`config.mk`:
```
export PLATFORM = sky130hd
export DESIGN_NAME = pc_sequencer
export DESIGN_NICKNAME = d
export VERILOG_FILES = /design/src/rtl/pc_sequencer.sv
export SDC_FILE = /design/constraint.sdc
export NUM_CORES = 1
export LEC_CHECK = 0
export ABC_AREA = 1
export ABC_CLOCK_PERIOD_IN_PS = 4500
export CAP_MARGIN = 20
export CORE_ASPECT_RATIO = 1.4
export CORE_MARGIN = 1.5
export CORE_UTILIZATION = 51
export CTS_BUF_LIST = sky130_fd_sc_hd__clkbuf_16
export DETAILED_ROUTE_END_ITERATION = 10
export GPL_TIMING_DRIVEN = 1
export PLACE_DENSITY = 0.89
export SLEW_MARGIN = 15
export SYNTH_ARGS = -nofsm -noshare
export SYNTH_HDL_FRONTEND = slang
export SYNTH_SLANG_ARGS = --single-unit
```
`constraint.sdc`:
```
create_clock -name clk -period 4.5 [get_ports clk]
set_input_delay 0.9 -clock clk [delete_from_list [all_inputs] [get_ports clk]]
set_output_delay 0.9 -clock clk [all_outputs]
set_load 0.02 [all_outputs]
```
`src/rtl/pc_sequencer.sv`:
```
// Program-counter sequencer: IDLE -> FETCH -> EXEC/HOLD loop with jump/branch
// next-PC selection, fetch timeout into an absorbing ERR state, and a sticky fetch_err flag.
module pc_sequencer #(
    parameter logic [31:0] RESET_PC      = 32'h0000_0000,
    parameter int unsigned FETCH_TIMEOUT = 255
) (
    input  logic        clk,
    input  logic        rst,
    input  logic [1:0]  JumpOP,
    input  logic [31:0] branch_offset,
    input  logic [31:0] jr_target,
    input  logic [25:0] jump_index,
    input  logic        stall,
    input  logic        imem_ack,
    output logic        imem_req,
    output logic [31:0] imem_addr,
    output logic [31:0] pc,
    output logic [31:0] link_addr,
    output logic        instr_valid,
    output logic        redirect,
    output logic        misalign,
    output logic        fetch_err,
    output logic [2:0]  state_dbg
);

    // Handshake: imem_req stays high for every FETCH cycle until imem_ack is seen;
    // imem_ack in any other state is ignored.

    typedef enum logic [2:0] {
        IDLE  = 3'd0,
        FETCH = 3'd1,
        EXEC  = 3'd2,
        HOLD  = 3'd3,
        ERR   = 3'd4
    } state_t;

    localparam logic [7:0] TIMEOUT_LIM = FETCH_TIMEOUT[7:0];

    state_t      state_q, state_d;
    logic [31:0] pc_q, pc_d;
    logic [7:0]  cnt_q, cnt_d;
    logic        fetch_err_q, fetch_err_d;
    logic [31:0] next_pc;
    logic [7:0]  cnt_inc;

    always_ff @(posedge clk) begin
        if (rst) begin
            state_q     <= IDLE;
            pc_q        <= RESET_PC;
            cnt_q       <= 8'd0;
            fetch_err_q <= 1'b0;
        end else begin
            state_q     <= state_d;
            pc_q        <= pc_d;
            cnt_q       <= cnt_d;
            fetch_err_q <= fetch_err_d;
        end
    end

    always_comb begin
        link_addr = pc_q + 32'd4;
        cnt_inc   = cnt_q + 8'd1;
        case (JumpOP)
            2'd1:    next_pc = link_addr + (branch_offset << 2);
            2'd2:    next_pc = {jr_target[31:2], 2'b00};
            2'd3:    next_pc = {link_addr[31:28], jump_index, 2'b00};
            default: next_pc = link_addr;
        endcase
    end

    always_comb begin
        state_d     = state_q;
        pc_d        = pc_q;
        cnt_d       = cnt_q;
        fetch_err_d = fetch_err_q;
        imem_req    = 1'b0;
        instr_valid = 1'b0;
        redirect    = 1'b0;
        misalign    = 1'b0;

        case (state_q)
            IDLE: begin
                state_d = FETCH;
                cnt_d   = 8'd0;
            end
            FETCH: begin
                imem_req = 1'b1;
                // An ack in the timeout cycle still completes the fetch.
                if (imem_ack) begin
                    state_d = EXEC;
                end else begin
                    cnt_d = cnt_inc;
                    if (cnt_inc == TIMEOUT_LIM) begin
                        state_d     = ERR;
                        fetch_err_d = 1'b1;
                    end
                end
            end
            EXEC, HOLD: begin
                instr_valid = 1'b1;
                if (stall) begin
                    state_d = HOLD;
                end else begin
                    pc_d     = next_pc;
                    state_d  = FETCH;
                    cnt_d    = 8'd0;
                    redirect = (JumpOP != 2'd0);
                    misalign = (JumpOP == 2'd2) && (jr_target[1:0] != 2'b00);
                end
            end
            ERR: begin
                state_d = ERR;
            end
            default: begin
                state_d = IDLE;
            end
        endcase

        // A reset cycle discards any pending update, so its pulses are suppressed too.
        if (rst) begin
            redirect = 1'b0;
            misalign = 1'b0;
        end
    end

    assign pc        = pc_q;
    assign imem_addr = pc_q;
    assign fetch_err = fetch_err_q;
    assign state_dbg = state_q;

endmodule

```
## Yosys cells after proc, flatten, opt, wreduce, memory -nomap -nowiden

Index checks and enable logic that the tools add are counted.

- $add $sub $neg: 3
- Multipliers: 0
- Div/mod/pow operators: 0
- $lt $le $gt $ge: 0
- Equal/unequal tests: 11
- Shift-type cells: 0
- Muxes and demuxes: 16
- Bitwise logic cells: 2
- Reductions and logical operators: 9

Operators with widths:

| cell | count |
|---|---|
| $pmux 32 s3 | 1 |
| $add 32x3->32 const B | 1 |
| $add 32x32->32 | 1 |
| $pmux 8 s3 | 1 |
| $mux 8 | 2 |
| $pmux 3 s4 | 1 |
| $add 8x1->8 const B | 1 |
| $eq 8x8->1 const B | 1 |
| $mux 1 | 8 |
| $eq 3x2->1 const B | 2 |
| $mux 3 | 2 |
| $reduce_and 3->1 | 2 |
| $eq 2x2->1 const B | 2 |
| $ne 2x2->1 const B | 2 |
| $reduce_bool 2->1 | 2 |
| $eq 3x1->1 const B | 1 |
| $eq 3x3->1 const B | 1 |
| $logic_not 3->1 | 1 |
| $ne 3x3->1 const B | 1 |
| $reduce_bool 3->1 | 1 |
| $eq 2x1->1 const B | 1 |
| $mux 2 | 1 |
| $not 1->1 | 2 |
| $reduce_and 2->1 | 1 |
| 2 further kinds | 2 |

- Register bits after elaboration: 44
- Latch bits: 0
- Bits in writable memories: 0
- Memory bits (read-only): 0
- Input bits: 96
- Logic and storage cells: 45
- Memories: 0

## Depth between registers and ports, before layout

Gate-level depths: netlist (run 1).

- Depth in word-level cells: 5
- Depth in mapped cells: 26
- Gate-level depth less buffers: 26

## Worst setup path before layout (run 1)

Ideal clock, no wire load.

- Path kind: in2out
- Start point: input port JumpOP[1]
- End point: output port misalign
- Arrival: 2.272 ns
- Setup slack: 1.328 ns
- Cell stages on the path: 6
- Path buffers: 2
- Path through: buf_2 inv_1 nor2_1 buf_2 o21ai_0 nor3_1

- Cells in the longest elaborated chain, start to end: 5

Ends and longest elaborated chain:

| what | RTL line | source |
|---|---|---|
| from (decl) | 9 | `input logic [1:0] JumpOP,` |
| $eq 2x2->1 | 108 | `misalign = (JumpOP == 2'd2) && (jr_target[1:0] != 2'b00);` |
| $logic_and 1x1->1 | 108 |  |
| $mux 1 | 101 | `if (stall) begin` |
| $mux 1 | 81 | `case (state_q)` |
| $mux 1 | 120 | `if (rst) begin` |
| to (decl) | 21 | `output logic misalign,` |

No other way between the ends.

## Worst setup path after layout (run 1)

- Start point: register pc_q[2] (netlist: imem_addr[2])
- End point: output port link_addr[17]

- Cells in the longest elaborated chain, start to end: 1

Ends and longest elaborated chain:

| what | RTL line | source |
|---|---|---|
| from (decl) | 40 | `logic [31:0] pc_q, pc_d;` |
| from (signal assigned) | 54 | `pc_q <= pc_d;` |
| $add 32x3->32 | 61 | `link_addr = pc_q + 32'd4;` |
| to (decl) | 18 | `output logic [31:0] link_addr,` |

No other way between the ends.

==> impl_metrics.yaml, run 1 <==
floorplan:
  die_area_mm2: 0.0120
  io_pins: 200
  start_util_pct: 52.8
  chipHeight_um: 129
  die_w_um: 93.1
  core_area_mm2: 0.0110
  rows: 45
clock_network:
  post-cts-setup-buffers: 0
  insertion_delay_ps: 290
  cts_tree: "yes"
  ctsHtreeMaxLevel: 2
  clk_pin_slew_ps: 70
  clk_path_buf_depth: 2
  cts_resized: 0
  ctsHoldBuffers: 0
  cts_buffers: 5
  cts_sinks: 42
  cts_root_buffer: "clkbuf_16"
synth:
  netlist-cell-type-count: 48
  syn-cell-area_mm2: 0.00580
  yosysWarnings: 0
  yosysSeqAreaShare_pct: 14.5
  synth-seq-cells: 42
  syn-instance-count: 1037
  synthFlopType: "dfxtp_1"
  synth_edf_count: 0
  synth_area_per_cell_um2: 5.59
  synthArstFlopShare_pct: 0
outcome:
  status: "complete, no violations"
global_route:
  antenna_found_initial: 0
  first_global_vias: 6843
  grt_max_degree: 39
  grt_pass1_wl_um: 33700
  globalRouteTotalUtil_pct: 36.1
  overflow: 0
pwr:
  leakage_nw: 3.77
  p_int_w: 0.000784
  clkPwrFrac_pct: 31.2
  switching_power_w: 0.000430
  switching_share_pct: 35.4
  pwr-share-comb_pct: 36.1
  p_per_area_mw_per_mm2: 156
  ir_drop_mv: 0.163
  p_seq_share_pct: 32.7
min_path:
  hold_depth: 2
  hold_class: "reg -> reg"
placed_design:
  portBuffers: 191
  place_area_mm2: 0.00762
  dpl_worst_slack_ps: 904
  gp_congestion: 1.03
  dp_hpwl_um: 18100
setup_path:
  cp_max_fo: 5
  cp.arrival_ps: 2800
  r2r_slack_ps: 870
  r2r_end: "imem_addr[30]$_SDFFE_PP0P_"
  startpoint: "imem_addr[2]$_SDFFE_PP0P_"
  cp-end-kind: "output pin"
  r2r_cells: 21
  crit_end: "link_addr[17]"
  worstSetupPathType: "reg -> out"
  required_ps: 3600
  r2r_start: "imem_addr[2]$_SDFFE_PP0P_"
  start_kind: "register"
final_layout:
  syn_to_final_growth_pct: 34.0
  drive_above_1_share_pct: 4.78
  final_area_mm2: 0.00777
  num_antenna_cells: 0
  fin_nets: 1326
  fillers: 1001
sta:
  fin_crit_ps: 3700
  final_max_slew_viol_count: 0
  finClkSkew_ps: 7.26
  fmax_mhz: 270
  rsz0062_at_grt: "false"
  tns_ps: 0
  min_period_over_period_pct: 82.2
  layout_setup_ws_ps: 803
  slew_headroom_pct: 47.8
  worst-slew-pin-transition_ps: 781
  setup_viol: 0
  hold_viol_final: 0
  hold_slack_ps: 458
route:
  viasPerCell: 5.52
  drt_pre_antenna_iters: 5
  wire_per_inst_um: 16.6
  drt_iter0_drc: 531
  drt-total-wl_um: 22100
  final_antenna_net_count: 0
  vias: 7362
  drcViolationCount: 0
run:
  max_cap_violations: 0
critical path: stages (launching register included):
cell and delay, ps:
dfxtp_1 450, inv_2 130, nor2_4 170, nand2_4 110, inv_2 120, nand2_4 80, nor3_2 140, xor2_1 580
clkdlybuf4s50_1 730
worst min-delay path by stage:
stage / from / to / slack [ps]
2_1_floorplan: cnt_q[0]$_SDFFE_PP0P_ / cnt_q[0]$_SDFFE_PP0P_ / 450
3_3_place_gp: fetch_err$_SDFFE_PP0P_ / fetch_err$_SDFFE_PP0P_ / 440
3_5_place_dp: fetch_err$_SDFFE_PP0P_ / fetch_err$_SDFFE_PP0P_ / 440
4_1_cts: fetch_err$_SDFFE_PP0P_ / fetch_err$_SDFFE_PP0P_ / 460
5_1_grt: fetch_err$_SDFFE_PP0P_ / fetch_err$_SDFFE_PP0P_ / 470
6_report: fetch_err$_SDFFE_PP0P_ / fetch_err$_SDFFE_PP0P_ / 460
metrics by stage:
stage / power (W) / utilization [%] / std cells
final: 0.00121 / 70.8 / 1334
after global routing: 0.00126 / 70.8 / 1334
after CTS: 0.00120 / 70.8 / 1334
after detailed placement: 0.000836 / 69.4 / 1326
after global placement: 0.000831 / 69.4 / 1326
after floorplan: 0.000640 / - / 1042
layer usage:
layer / vias to the layer above / GRT usage [%] / wire length, µm
met2: 411 / 65.6 / 10800
met5: - / 0 / 0
met1: 3269 / 38.5 / 7890
met4: 0 / 22.8 / 1600
met3: 104 / 5.63 / 1840
li1: 3578 / - / -
synthesized netlist by cell type (2+ instances only):
| cell type | instances | share of area (%) |
|---|---|---|
| nand4_1 | 19 | 2.0 |
| buf_4 | 36 | 4.7 |
| a21oi_2 | 2 | 0.30 |
| nand3_1 | 71 | 6.1 |
| a21oi_1 | 73 | 6.3 |
| buf_2 | 5 | 0.43 |
| nor2_4 | 4 | 0.78 |
| ha_1 | 37 | 8.0 |
| nand2_1 | 343 | 22 |
| nor3_2 | 2 | 0.35 |
| nand3b_1 | 4 | 0.52 |
| dfxtp_1 | 42 | 15 |
| nand3_2 | 2 | 0.35 |
| inv_1 | 150 | 9.7 |
| nand2_4 | 3 | 0.58 |
| o21ai_0 | 33 | 2.8 |
| nor2_1 | 90 | 5.8 |
| o21ai_1 | 6 | 0.52 |
| o21bai_1 | 4 | 0.52 |
| and2_1 | 3 | 0.32 |
| a21o_1 | 4 | 0.52 |
| inv_2 | 7 | 0.45 |
| a31oi_1 | 3 | 0.32 |
| or2_0 | 2 | 0.22 |
| a221oi_1 | 13 | 2.0 |
| nor2_2 | 3 | 0.32 |
| xor2_1 | 18 | 2.7 |
| nand2_2 | 4 | 0.43 |
| o211ai_1 | 3 | 0.39 |
| nor3_1 | 11 | 0.95 |
| or2_2 | 7 | 0.76 |
| xnor2_1 | 3 | 0.45 |
| clkbuf_1 | 15 | 0.97 |
cell families after synthesis:
group | after synthesis | synth area share, %
AND/OR/NAND/NOR | 572 | 42.7
adder cells (fa/ha/maj) | 38 | 8.33
AO/OA/AOI/OAI | 147 | 14.6
other | 1 | 0.0647
flip-flops | 42 | 14.5
XOR/XNOR | 22 | 3.45
buffers and inverters | 215 | 16.4
placed cells by master (no fill, tap or decap), types with 4 or more instances in the layout:
cell type	synthesis	final
nand2_1	343	343
clkdlybuf4s50_1	0	191
inv_1	150	150
nor2_1	90	89
a21oi_1	73	73
nand3_1	71	71
dfxtp_1	42	42
ha_1	37	37
o21ai_0	33	33
nand4_1	19	19
xor2_1	18	18
a221oi_1	13	13
nor3_1	11	11
buf_4	36	9
or2_2	7	7
inv_2	7	7
o21ai_1	6	6
conb_1	1	6
clkbuf_16	0	5
a21o_1	4	4
o21bai_1	4	4
nand3b_1	4	4
nor2_2	3	4
nor2_4	4	4
nand2_2	4	4
power by group through the flow:
stage	combinational [W]	clock, W	sequential (W)
2_1_floorplan	0.000230	0	0.000410
3_3_place_gp	0.000427	0	0.000404
3_5_place_dp	0.000432	0	0.000405
4_1_cts	0.000435	0.000373	0.000396
5_1_grt	0.000475	0.000388	0.000398
6_report	0.000438	0.000379	0.000396
state kept, by name, summed over array words and instances, names as in the netlist:
signal and count:
imem_addr 30, cnt_q 8, fetch_err 1, state_dbg 3
cell type report:
type                            instances  area [µm²]  area share (%)
Inverter                              158         593            7.63
Multi-Input combinational cell        785        4030            51.9
Timing Repair Buffer                  200        1980            25.5
Tap cell                              141         176            2.27
Clock buffer                            5         125            1.61
Clock inverter                          3        25.0           0.322
Sequential cell                        42         841            10.8
(Power assumes the default switching activity.)
==> inputs of run 2 (changes only) <==
Settings changed: ABC_CLOCK_PERIOD_IN_PS 4500 to 3300, CORE_UTILIZATION 51 to 43, PLACE_DENSITY 0.89 to 0.8.
Clock period 4.5 ns to 3.3 ns, I/O delays scaled along.
==> run 2 against run 1 <==
Utilization is 7.6 points lower; clock skew is 0.60 ps higher; sequential power is 35% higher; setup slack worse by 700 ps; first-iteration DRC count is 25% lower; sequential share of layout area is 0.70 points lower; critical path type unchanged; critical endpoint is now link_addr[22]; highest routed layer unchanged.
==> impl_metrics.yaml, run 2 (synthesized netlist as in run 1, its figures left out) <==
placed_design:
  gp_congestion: 1.03
  dp_hpwl_um: 18500
  placed_cells_incl_taps: 1411
  place_area_mm2: 0.00800
  portBuffers: 191
global_route:
  first_global_vias: 7024
  grtUsageMet3_pct: 4.39
  gr-usage-met2_pct: 52.8
  grt_use_met1_pct: 35.3
  grt_max_degree: 31
  grt_pass1_wl_um: 34200
  busiest_layer: "met2"
  overflow: 0
  globalRouteTotalUtil_pct: 30.9
  antenna_found_initial: 0
clock_network:
  insertion_delay_ps: 290
  clk_pin_slew_ps: 60
  clk_path_buf_depth: 2
  ctsHtreeMaxLevel: 2
  post-cts-setup-buffers: 0
  cts_sinks: 42
  cts_root_buffer: "clkbuf_16"
  cts_tree: "yes"
  cts_buffers: 5
floorplan:
  rows: 50
  core_area_mm2: 0.0133
  start_util_pct: 43.7
  die_area_mm2: 0.0142
  die_w_um: 101
  chipHeight_um: 140
  io_pins: 200
final_layout:
  syn_to_final_growth_pct: 44.5
  finalNonFillerCells: 1419
  fin_nets: 1370
  largest_reg_flops: 30
  num_antenna_cells: 0
  final_area_mm2: 0.00838
  final_common_cell: "nand2_1"
  drive_above_1_share_pct: 11.3
  final_cell_mix: "339 x nand2_1, 191 x clkdlybuf4s50_1, 149 x inv_1, 80 x nor2_1, 70 x nand3_1"
  fillers: 1302
setup_path:
  required_ps: 2640
  cp-end-kind: "output pin"
  r2r_start: "imem_addr[2]$_SDFFE_PP0P_"
  cp_max_fo: 6
  startpoint: "imem_addr[11]$_SDFFE_PP0P_"
  r2r_cells: 22
  start_kind: "register"
  cp.arrival_ps: 2530
  r2r_slack_ps: 160
  worstSetupPathType: "reg -> out"
  r2r_end: "imem_addr[28]$_SDFFE_PP0P_"
route:
  drcViolationCount: 0
  vias: 7433
  drt_iter0_drc: 398
  drt-total-wl_um: 22400
  wire_per_inst_um: 15.8
  viasPerCell: 5.24
  drt_pre_antenna_iters: 7
  final_antenna_net_count: 0
pwr:
  p_per_area_mw_per_mm2: 208
  switching_share_pct: 33.2
  clkPwrFrac_pct: 32.6
  pwr-share-comb_pct: 36.7
  leakage_nw: 4.03
  p_seq_share_pct: 30.6
  p_int_w: 0.00116
  ir_drop_mv: 0.188
  switching_power_w: 0.000578
sta:
  min_period_over_period_pct: 96.8
  hold_viol_final: 0
  fin_crit_ps: 3190
  rsz0062_at_grt: "true"
  hold_slack_ps: 451
  fmax_mhz: 313
  setup_viol: 0
  worst-slew-pin-transition_ps: 728
  final_max_slew_viol_count: 0
  slew_headroom_pct: 51.4
  finClkSkew_ps: 7.86
min_path:
  min_to: "fetch_err$_SDFFE_PP0P_"
  hold_depth: 2
  hold_start: "fetch_err$_SDFFE_PP0P_"
  hold_class: "reg -> reg"
run:
  max_cap_violations: 0
outcome:
  status: "complete, no violations"
==> run 2: power groups by stage <==
stage	Clock (W)	Sequential (W)	Combinational, W
after floorplan	0	0.000559	0.000314
after global placement	0	0.000544	0.000610
after detailed placement	0	0.000544	0.000613
after CTS	0.000565	0.000533	0.000617
after global routing	0.000587	0.000535	0.000690
final	0.000568	0.000533	0.000639
==> run 2: critical path: stages (launching register included) <==
cell	delay [ps]
dfxtp_2	390
nand2_1	150
nor2_2	170
nand4_2	120
nor2_4	130
buf_4	160
nand4_1	90
nand2_1	240
buf_4	190
clkdlybuf4s50_1	600
==> run 2: metrics by stage <==
step           setup TNS (ps)  utilization (%)  setup WS [ps]  power, W
2_1_floorplan               0                -            267  0.000873
3_3_place_gp                0             60.3           85.9   0.00115
3_5_place_dp                0             60.3           32.4   0.00116
4_1_cts                     0             61.6           44.1   0.00172
5_1_grt                 -38.1             63.2          -23.2   0.00181
6_report                    0             63.2            105   0.00174
==> run 2: repair_timing <==
item | 4_1_cts | 5_1_grt
pin swaps | 0 | 4
resized for setup | 1 | 45
hold buffers | 0 | 0
hold endpoints to repair | 0 | 0
endpoints found under the setup margin | 1 | 22
==> run 2: area by class of cell <==
cell class | instances | area (µm²) | area share, %
Clock buffer | 5 | 125 | 1.49
Clock inverter | 3 | 41.3 | 0.493
Inverter | 158 | 593 | 7.08
Multi-Input combinational cell | 785 | 4230 | 50.5
Sequential cell | 42 | 848 | 10.1
Tap cell | 182 | 228 | 2.72
Timing Repair Buffer | 244 | 2310 | 27.6
==> run 2: worst max path at each step <==
stage / to / slack (ps) / depth (start not counted)
after global placement: imem_addr[18]$_SDFFE_PP0P_ / 90 / 15
after global routing: imem_addr[29]$_SDFFE_PP0P_ / -20 / 18
after floorplan: imem_addr[15]$_SDFFE_PP0P_ / 270 / 18
after CTS: link_addr[26] / 40 / 10
after detailed placement: imem_addr[18]$_SDFFE_PP0P_ / 30 / 15
final: link_addr[22] / 110 / 9
==> run 2: metal layers <==
metal	routed length, µm	vias up
met1	8510	3314
met5	0	-
li1	-	3663
met3	1800	77
met4	1560	0
met2	10600	379
